==> src/rtl/fp_cmp_arb_ctrl.sv <==
// Two-requester round-robin front end around a shared FP compare datapath.
// Adds FMIN/FMAX selection and keeps a sticky fflags accumulator.
module fp_cmp_arb_ctrl #(
  parameter logic [63:0] CANON_NAN = 64'h7FF8_0000_0000_0000
) (
  input  logic         clk,
  input  logic         rst,
  input  logic [1:0]   req_valid,
  output logic [1:0]   req_ready,
  input  logic [5:0]   req_op,
  input  logic [129:0] req_data1,
  input  logic [129:0] req_data2,
  input  logic [19:0]  req_class1,
  input  logic [19:0]  req_class2,
  output logic         resp_valid,
  input  logic         resp_ready,
  output logic         resp_id,
  output logic [63:0]  resp_result,
  output logic [4:0]   resp_flags,
  output logic [4:0]   fflags_acc,
  input  logic         fflags_clr,
  output logic         busy
);

  // state  | meaning
  // IDLE   | arbitrating, req_ready may be asserted
  // EXEC   | comparator evaluates latched operands
  // RESP   | response held until resp_ready
  typedef enum logic [1:0] {S_IDLE, S_EXEC, S_RESP} state_t;

  state_t       state_q, state_d;
  logic         rr_ptr_q;
  logic         id_q;
  logic [2:0]   op_q;
  logic [64:0]  d1_q, d2_q;
  logic [9:0]   c1_q, c2_q;
  logic         resp_valid_q, resp_id_q;
  logic [63:0]  resp_result_q;
  logic [4:0]   resp_flags_q;
  logic [4:0]   fflags_acc_q, fflags_acc_d;

  logic         grant, gnt_id;
  logic [63:0]  res_d;
  logic [4:0]   flags_d;

  // datapath intermediates
  logic [1:0]   cmp_rm;
  logic         nan1, nan2, any_nan, any_snan, both_zero, eq, lt;
  logic         cmp_bit, cmp_nv, is_max;
  logic [63:0]  sel;
  logic         unused_cls;

  assign unused_cls = ^{c1_q[7:5], c1_q[2:0], c2_q[7:5], c2_q[2:0]};

  assign grant  = |req_ready;
  assign gnt_id = req_ready[1];

  always_ff @(posedge clk) begin
    if (rst) begin
      state_q       <= S_IDLE;
      rr_ptr_q      <= 1'b0;
      id_q          <= 1'b0;
      op_q          <= '0;
      d1_q          <= '0;
      d2_q          <= '0;
      c1_q          <= '0;
      c2_q          <= '0;
      resp_valid_q  <= 1'b0;
      resp_id_q     <= 1'b0;
      resp_result_q <= '0;
      resp_flags_q  <= '0;
      fflags_acc_q  <= '0;
    end else begin
      state_q      <= state_d;
      fflags_acc_q <= fflags_acc_d;
      if (grant) begin
        rr_ptr_q <= ~gnt_id;
        id_q     <= gnt_id;
        op_q     <= gnt_id ? req_op[5:3]        : req_op[2:0];
        d1_q     <= gnt_id ? req_data1[129:65]  : req_data1[64:0];
        d2_q     <= gnt_id ? req_data2[129:65]  : req_data2[64:0];
        c1_q     <= gnt_id ? req_class1[19:10]  : req_class1[9:0];
        c2_q     <= gnt_id ? req_class2[19:10]  : req_class2[9:0];
      end
      if (state_q == S_EXEC) begin
        resp_valid_q  <= 1'b1;
        resp_id_q     <= id_q;
        resp_result_q <= res_d;
        resp_flags_q  <= flags_d;
      end else if (state_q == S_RESP && resp_ready) begin
        resp_valid_q <= 1'b0;
      end
    end
  end

  always_comb begin
    state_d = state_q;
    case (state_q)
      S_IDLE:  if (grant) state_d = S_EXEC;
      S_EXEC:  state_d = S_RESP;
      S_RESP:  if (resp_ready) state_d = S_IDLE;
      default: state_d = S_IDLE;
    endcase
  end

  always_comb begin
    req_ready = 2'b00;
    busy      = (state_q != S_IDLE);
    if (state_q == S_IDLE) begin
      case (req_valid)
        2'b01:   req_ready = 2'b01;
        2'b10:   req_ready = 2'b10;
        2'b11:   req_ready = rr_ptr_q ? 2'b10 : 2'b01;
        default: req_ready = 2'b00;
      endcase
    end
  end

  // A clear coinciding with a completing op keeps that op's flags.
  always_comb begin
    fflags_acc_d = fflags_acc_q;
    if (state_q == S_EXEC)
      fflags_acc_d = fflags_clr ? flags_d : (fflags_acc_q | flags_d);
    else if (fflags_clr)
      fflags_acc_d = '0;
  end

  always_comb begin
    cmp_rm    = op_q[2] ? 2'd1 : op_q[1:0];
    nan1      = c1_q[8] | c1_q[9];
    nan2      = c2_q[8] | c2_q[9];
    any_nan   = nan1 | nan2;
    any_snan  = c1_q[8] | c2_q[8];
    both_zero = (c1_q[3] | c1_q[4]) & (c2_q[3] | c2_q[4]);
    eq        = both_zero | ((d1_q[64] == d2_q[64]) && (d1_q[62:0] == d2_q[62:0]));
    if (both_zero)                lt = 1'b0;
    else if (d1_q[64] != d2_q[64]) lt = d1_q[64];
    else if (d1_q[64])            lt = d1_q[62:0] > d2_q[62:0];
    else                          lt = d1_q[62:0] < d2_q[62:0];

    cmp_bit = 1'b0;
    cmp_nv  = 1'b0;
    case (cmp_rm)
      2'd0:    begin cmp_bit = lt | eq; cmp_nv = any_nan;  end
      2'd1:    begin cmp_bit = lt;      cmp_nv = any_nan;  end
      2'd2:    begin cmp_bit = eq;      cmp_nv = any_snan; end
      default: begin cmp_bit = 1'b0;    cmp_nv = 1'b0;     end
    endcase
    if (any_nan) cmp_bit = 1'b0;

    // FMIN/FMAX: signed zeros ordered -0 < +0; otherwise the FLT result picks.
    is_max = op_q[0];
    if (nan1 && nan2)    sel = CANON_NAN;
    else if (nan1)       sel = d2_q[63:0];
    else if (nan2)       sel = d1_q[63:0];
    else if (both_zero)  sel = (d1_q[64] != d2_q[64] && !(d1_q[64] ^ is_max)) ? d2_q[63:0] : d1_q[63:0];
    else                 sel = (lt ^ is_max) ? d1_q[63:0] : d2_q[63:0];

    res_d   = '0;
    flags_d = '0;
    case (op_q)
      3'd0, 3'd1, 3'd2: begin res_d = {63'b0, cmp_bit}; flags_d = {cmp_nv, 4'b0};   end
      3'd4, 3'd5:       begin res_d = sel;              flags_d = {any_snan, 4'b0}; end
      default:          begin res_d = '0;               flags_d = '0;               end
    endcase
  end

  assign resp_valid  = resp_valid_q;
  assign resp_id     = resp_id_q;
  assign resp_result = resp_result_q;
  assign resp_flags  = resp_flags_q;
  assign fflags_acc  = fflags_acc_q;

endmodule

==> config.mk <==
export PLATFORM = sky130hd
export DESIGN_NAME = fp_cmp_arb_ctrl
export DESIGN_NICKNAME = d
export VERILOG_FILES = /design/src/rtl/fp_cmp_arb_ctrl.sv
export SDC_FILE = /design/constraint.sdc
export NUM_CORES = 1
export LEC_CHECK = 0
export CAP_MARGIN = 20
export CORE_MARGIN = 3
export CORE_UTILIZATION = 46
export CTS_CLUSTER_SIZE = 28
export DETAILED_ROUTE_END_ITERATION = 7
export HOLD_SLACK_MARGIN = 0.06
export PLACE_DENSITY = 0.84
export SYNTH_ARGS = -nofsm -noshare
export SYNTH_HDL_FRONTEND = slang
export SYNTH_SLANG_ARGS = --single-unit
==> constraint.sdc <==
create_clock -name clk -period 3.1 [get_ports clk]
set_input_delay 0.31 -clock clk [delete_from_list [all_inputs] [get_ports clk]]
set_output_delay 0.31 -clock clk [all_outputs]
set_load 0.01 [all_outputs]
==> qor.txt <==
Worst Max-Slew Pin Slew: 1.04 ns
Max Transition Viols Final: 0
HPWL after detailed placement: 26800 um
Crit Path Class: reg -> reg
GP Congestion: 0.805
startpoint types: flip-flop
first-pass GRT wire length: 60300 um
die area: 0.0259 mm^2
mux share of post-synthesis cell area: 0.0780
Placed Instances: 1914
setup_tns: -2.21 ns
Hold Fails Final Rpt: 0
core area: 0.0235 mm^2
main combinational cell family by area after synthesis: compound AO/OA/AOI/OAI gates
CTS sink cnt: 213
Final Routed Wirelength: 40100 um
cell accounting for the most synthesized area: dfxtp_1
clk buf depth: 3
largest net degree at the start of global routing: 93
Via Count: 11900
Worst-path clk slew: 0.06 ns
buffer and inverter count on the worst path: 5
top cells by area, synth: dfxtp_1 39%, a22oi_1 8.0%, mux2i_1 7.8%
synth unique cells: 56
vias in the first global route: 11600
Initial DRC Count: 1049
crit path cell chain: inv_1 > ha_1 > nand4_1 > buf_4 > buf_4 > nor4_4 > buf_4 > o311a_4 > a211oi_4 > a21oi_2 > a311oi_2 > a211o_1 > buf_6 > a221oi_2
Crit path max-delay family: compound AO/OA/AOI/OAI gates
clock skew: 0.0124 ns
Initial Utilization: 0.469
all-layer global routing usage: 0.283
Post-synth EDFFs: 0
final setup fails: 44
ANT cells: 0
Via density: 6.01
Lkg Pwr: 6.32 nW
Die Height: 161 um
max-cap violation count: 0
CTS root buf: clkbuf_16
Final ANT Viol Nets: 0
Util after Layout: 0.711
Comb power frac: 0.336
Setup crit end kind: flip-flop
#FFs+latches synth: 213
die width: 161 um
status: finished, violations left
Net Switching: 3.01 mW
RR Startpoint: d2_q[19]$_SDFFE_PP0P_
Layout area overhead: 51.7%
Synth Instances: 1265
relative slew slack: 0.310
violated checks: negative setup slack
Flop pwr share: 0.343
Post-Synth Simple-Gate Area: 0.0995
Arr. time, crit path: 3.63 ns
internal power: 6.37 mW
unrepaired setup endpoints after global routing: yes
post-synthesis compound-gate area fraction: 0.295
reg2reg path depth: 14
Max Clk Rate: 0.312 GHz
Post-Synth XOR/XNOR Area: 0
Layout Nets: 2018
syn_area_per_cell: 8.73 um^2
hold path endpoint: d1_q[3]$_SDFFE_PP0P_
Hold Buf Count CTS: 0
drc violations: 0
R2R Path End: resp_result[60]$_SDFFE_PP0P_
Worst path most repeated cell: buf_4
sequential-to-total area share from yosys stat: 0.386
crit path max-delay cell type: a211o_1
fin crit period: 3.20 ns
Worst Hold Launch: rst
Synth Cell Area: 0.0110 mm^2
adder-cell share of the synthesized area: 0.0714
io pins: 391
FFs w/ async S/R, synth: 0
PD cells: 560 mW/mm^2
max incr delay on CP: 0.38 ns
Pre-antenna DRT Iters: 8
Synth Flop Type: dfxtp_1
CTS Buf Count: 24
Final Cell Area: 0.0167 mm^2
final cycle utilization of the critical path: 1.03
CTS tree: built
later-pin clock latency in the skew report: 0.52 ns
reg2reg setup slack: -0.10 ns
Overflow after GRT: 0
Critical Path RT: 3.53 ns
Hold Crit Depth: 2
clock power share: 0.321
depth of the CTS H-tree: 1
final hold slack: 0.253 ns
Worst Slack Setup Final: -0.102 ns
Yosys warning count: 0
Port Buffers: 358
worst hold-check path type: in -> reg
antenna violations before repair: 0
Max VDD drop: 0.000361 V
standard-cell rows: 56
Final Non-Filler Cells: 1979
share of the synthesized area in the top cell type: 0.386
crit path max fanout: 4
dpl cell area: 0.0153 mm^2
layout cell share with drive strength beyond 1: 0.148
Avg WL per Cell: 20.3 um
Net Sw Frac: 0.320
[layout make-up]
class | instances | area [um^2]
Inverter | 72 | 273
Clock inverter | 10 | 145
Sequential cell | 213 | 4300
Fill cell | 1729 | 6800
Timing Repair Buffer | 460 | 4480
Clock buffer | 33 | 696
Tap cell | 319 | 399
Multi-Input combinational cell | 872 | 6450
[layout by cell type, fill, tap and decap left out, types with 3 or more instances in the layout]
cell	Yosys	final
a21oi_2	1	4
ha_4	0	12
buf_12	0	8
nand4_1	12	12
nor3_1	12	11
a22oi_1	118	117
nand2_1	134	132
o21ai_0	9	7
nor4_2	0	3
buf_4	14	88
clkbuf_8	0	4
ha_1	63	51
clkdlybuf4s50_1	0	357
nand2b_1	5	4
bufinv_16	0	3
o22ai_1	51	50
buf_6	1	5
clkbuf_1	92	4
clkinv_2	0	3
a222oi_1	50	50
dfxtp_1	213	184
nand3_2	0	3
nor2_1	53	52
a211oi_1	41	38
mux2i_1	86	83
clkbuf_16	0	25
conb_1	1	8
o211ai_1	3	3
nor2b_1	4	4
dfxtp_2	0	29
inv_2	1	5
a221oi_2	11	15
inv_1	71	66
nand3_1	12	9
a21o_1	4	4
a21oi_1	151	147
[routing by layer]
layer / vias to the layer above / track usage / part of all wire
met2: 571 / 0.500 / 0.50
met5: - / 0 / 0
met1: 5692 / 0.344 / 0.39
li1: 5528 / - / -
met4: 0 / 0.0997 / 0.037
met3: 94 / 0.0534 / 0.073
[synthesized netlist by cell type, types with 2 or more instances]
library cell  number
dfxtp_1          213
and2_1             2
ha_1              63
mux2i_1           86
a222oi_1          50
o22ai_1           51
a21o_1             4
nor4_1             7
a22oi_1          118
nand2_1          134
clkbuf_1          92
nor2_1            53
o211ai_1           3
buf_4             14
or2_2              2
buf_1              7
nor3_1            12
nor2b_1            4
o21ai_0            9
nand3_1           12
inv_1             71
a221oi_2          11
nand2b_1           5
or3_1              2
a21boi_0           2
nor3_2             2
a211oi_1          41
nand4_1           12
a221oi_1           4
a21oi_1          151
and3_1             3
[registers in the layout, indices dropped and copies added (netlist names)]
| signal | cells |
|---|---|
| c2_q | 4 |
| state_q | 2 |
| op_q | 3 |
| id_q | 1 |
| resp_id | 1 |
| resp_flags | 1 |
| c1_q | 4 |
| rr_ptr_q | 1 |
| fflags_acc | 1 |
| resp_valid | 1 |
| d2_q | 65 |
| d1_q | 65 |
| resp_result | 64 |
[cells by family after synthesis]
logic type	after synthesis
AOI/OAI and AO/OA	462
adders and majority gates	63
buffers and inverters	187
DFF	213
muxes	86
other	1
and+or+nand+nor	253
[worst max path at each step]
stage,endpoint,depth (start not counted),slack (ns),start
detailed placement,resp_result[5]$_SDFFE_PP0P_,13,-0.30,d2_q[54]$_SDFFE_PP0P_
floorplan,resp_result[46]$_SDFFE_PP0P_,11,0.25,d2_q[38]$_SDFFE_PP0P_
finish,resp_result[60]$_SDFFE_PP0P_,14,-0.10,d2_q[19]$_SDFFE_PP0P_
global placement,resp_result[7]$_SDFFE_PP0P_,13,-0.26,d2_q[54]$_SDFFE_PP0P_
global route,resp_result[51]$_SDFFE_PP0P_,13,-0.21,d2_q[30]$_SDFFE_PP0P_
CTS,resp_result[5]$_SDFFE_PP0P_,14,-0.004,d2_q[18]$_SDFFE_PP0P_
[worst register-to-register path: cells and delay by family (launching register included)]
| kind | cells | cell delay (ns) |
|---|---|---|
| compound gates | 6 | 1.36 |
| fa+ha+maj | 1 | 0.28 |
| buf+inv | 5 | 0.70 |
| flops | 1 | 0.34 |
| simple gates | 2 | 0.43 |
[metrics by stage]
| step | total power, mW | setup WS, ns |
|---|---|---|
| 2_1_floorplan | 4.79 | 0.246 |
| 3_5_place_dp | 5.97 | -0.297 |
| 4_1_cts | 9.08 | -0.00399 |
| 5_1_grt | 9.79 | -0.205 |
| 3_3_place_gp | 5.88 | -0.265 |
| 6_report | 9.38 | -0.102 |
[power groups by stage]
stage                     Combinational (mW)  Sequential, mW  Clock (mW)
after global placement                  2.66            3.22           0
final                                   3.15            3.21        3.01
after global routing                    3.38            3.24        3.17
after floorplan                         1.60            3.20           0
after CTS                               2.86            3.19        3.03
after detailed placement                2.73            3.24           0
[timing repair]
action	in CTS	in global routing
resized for setup	25	72
pin swaps	24	33
endpoints found under the setup margin	64	64
setup buffers	9	15
(Power assumes the default switching activity.)
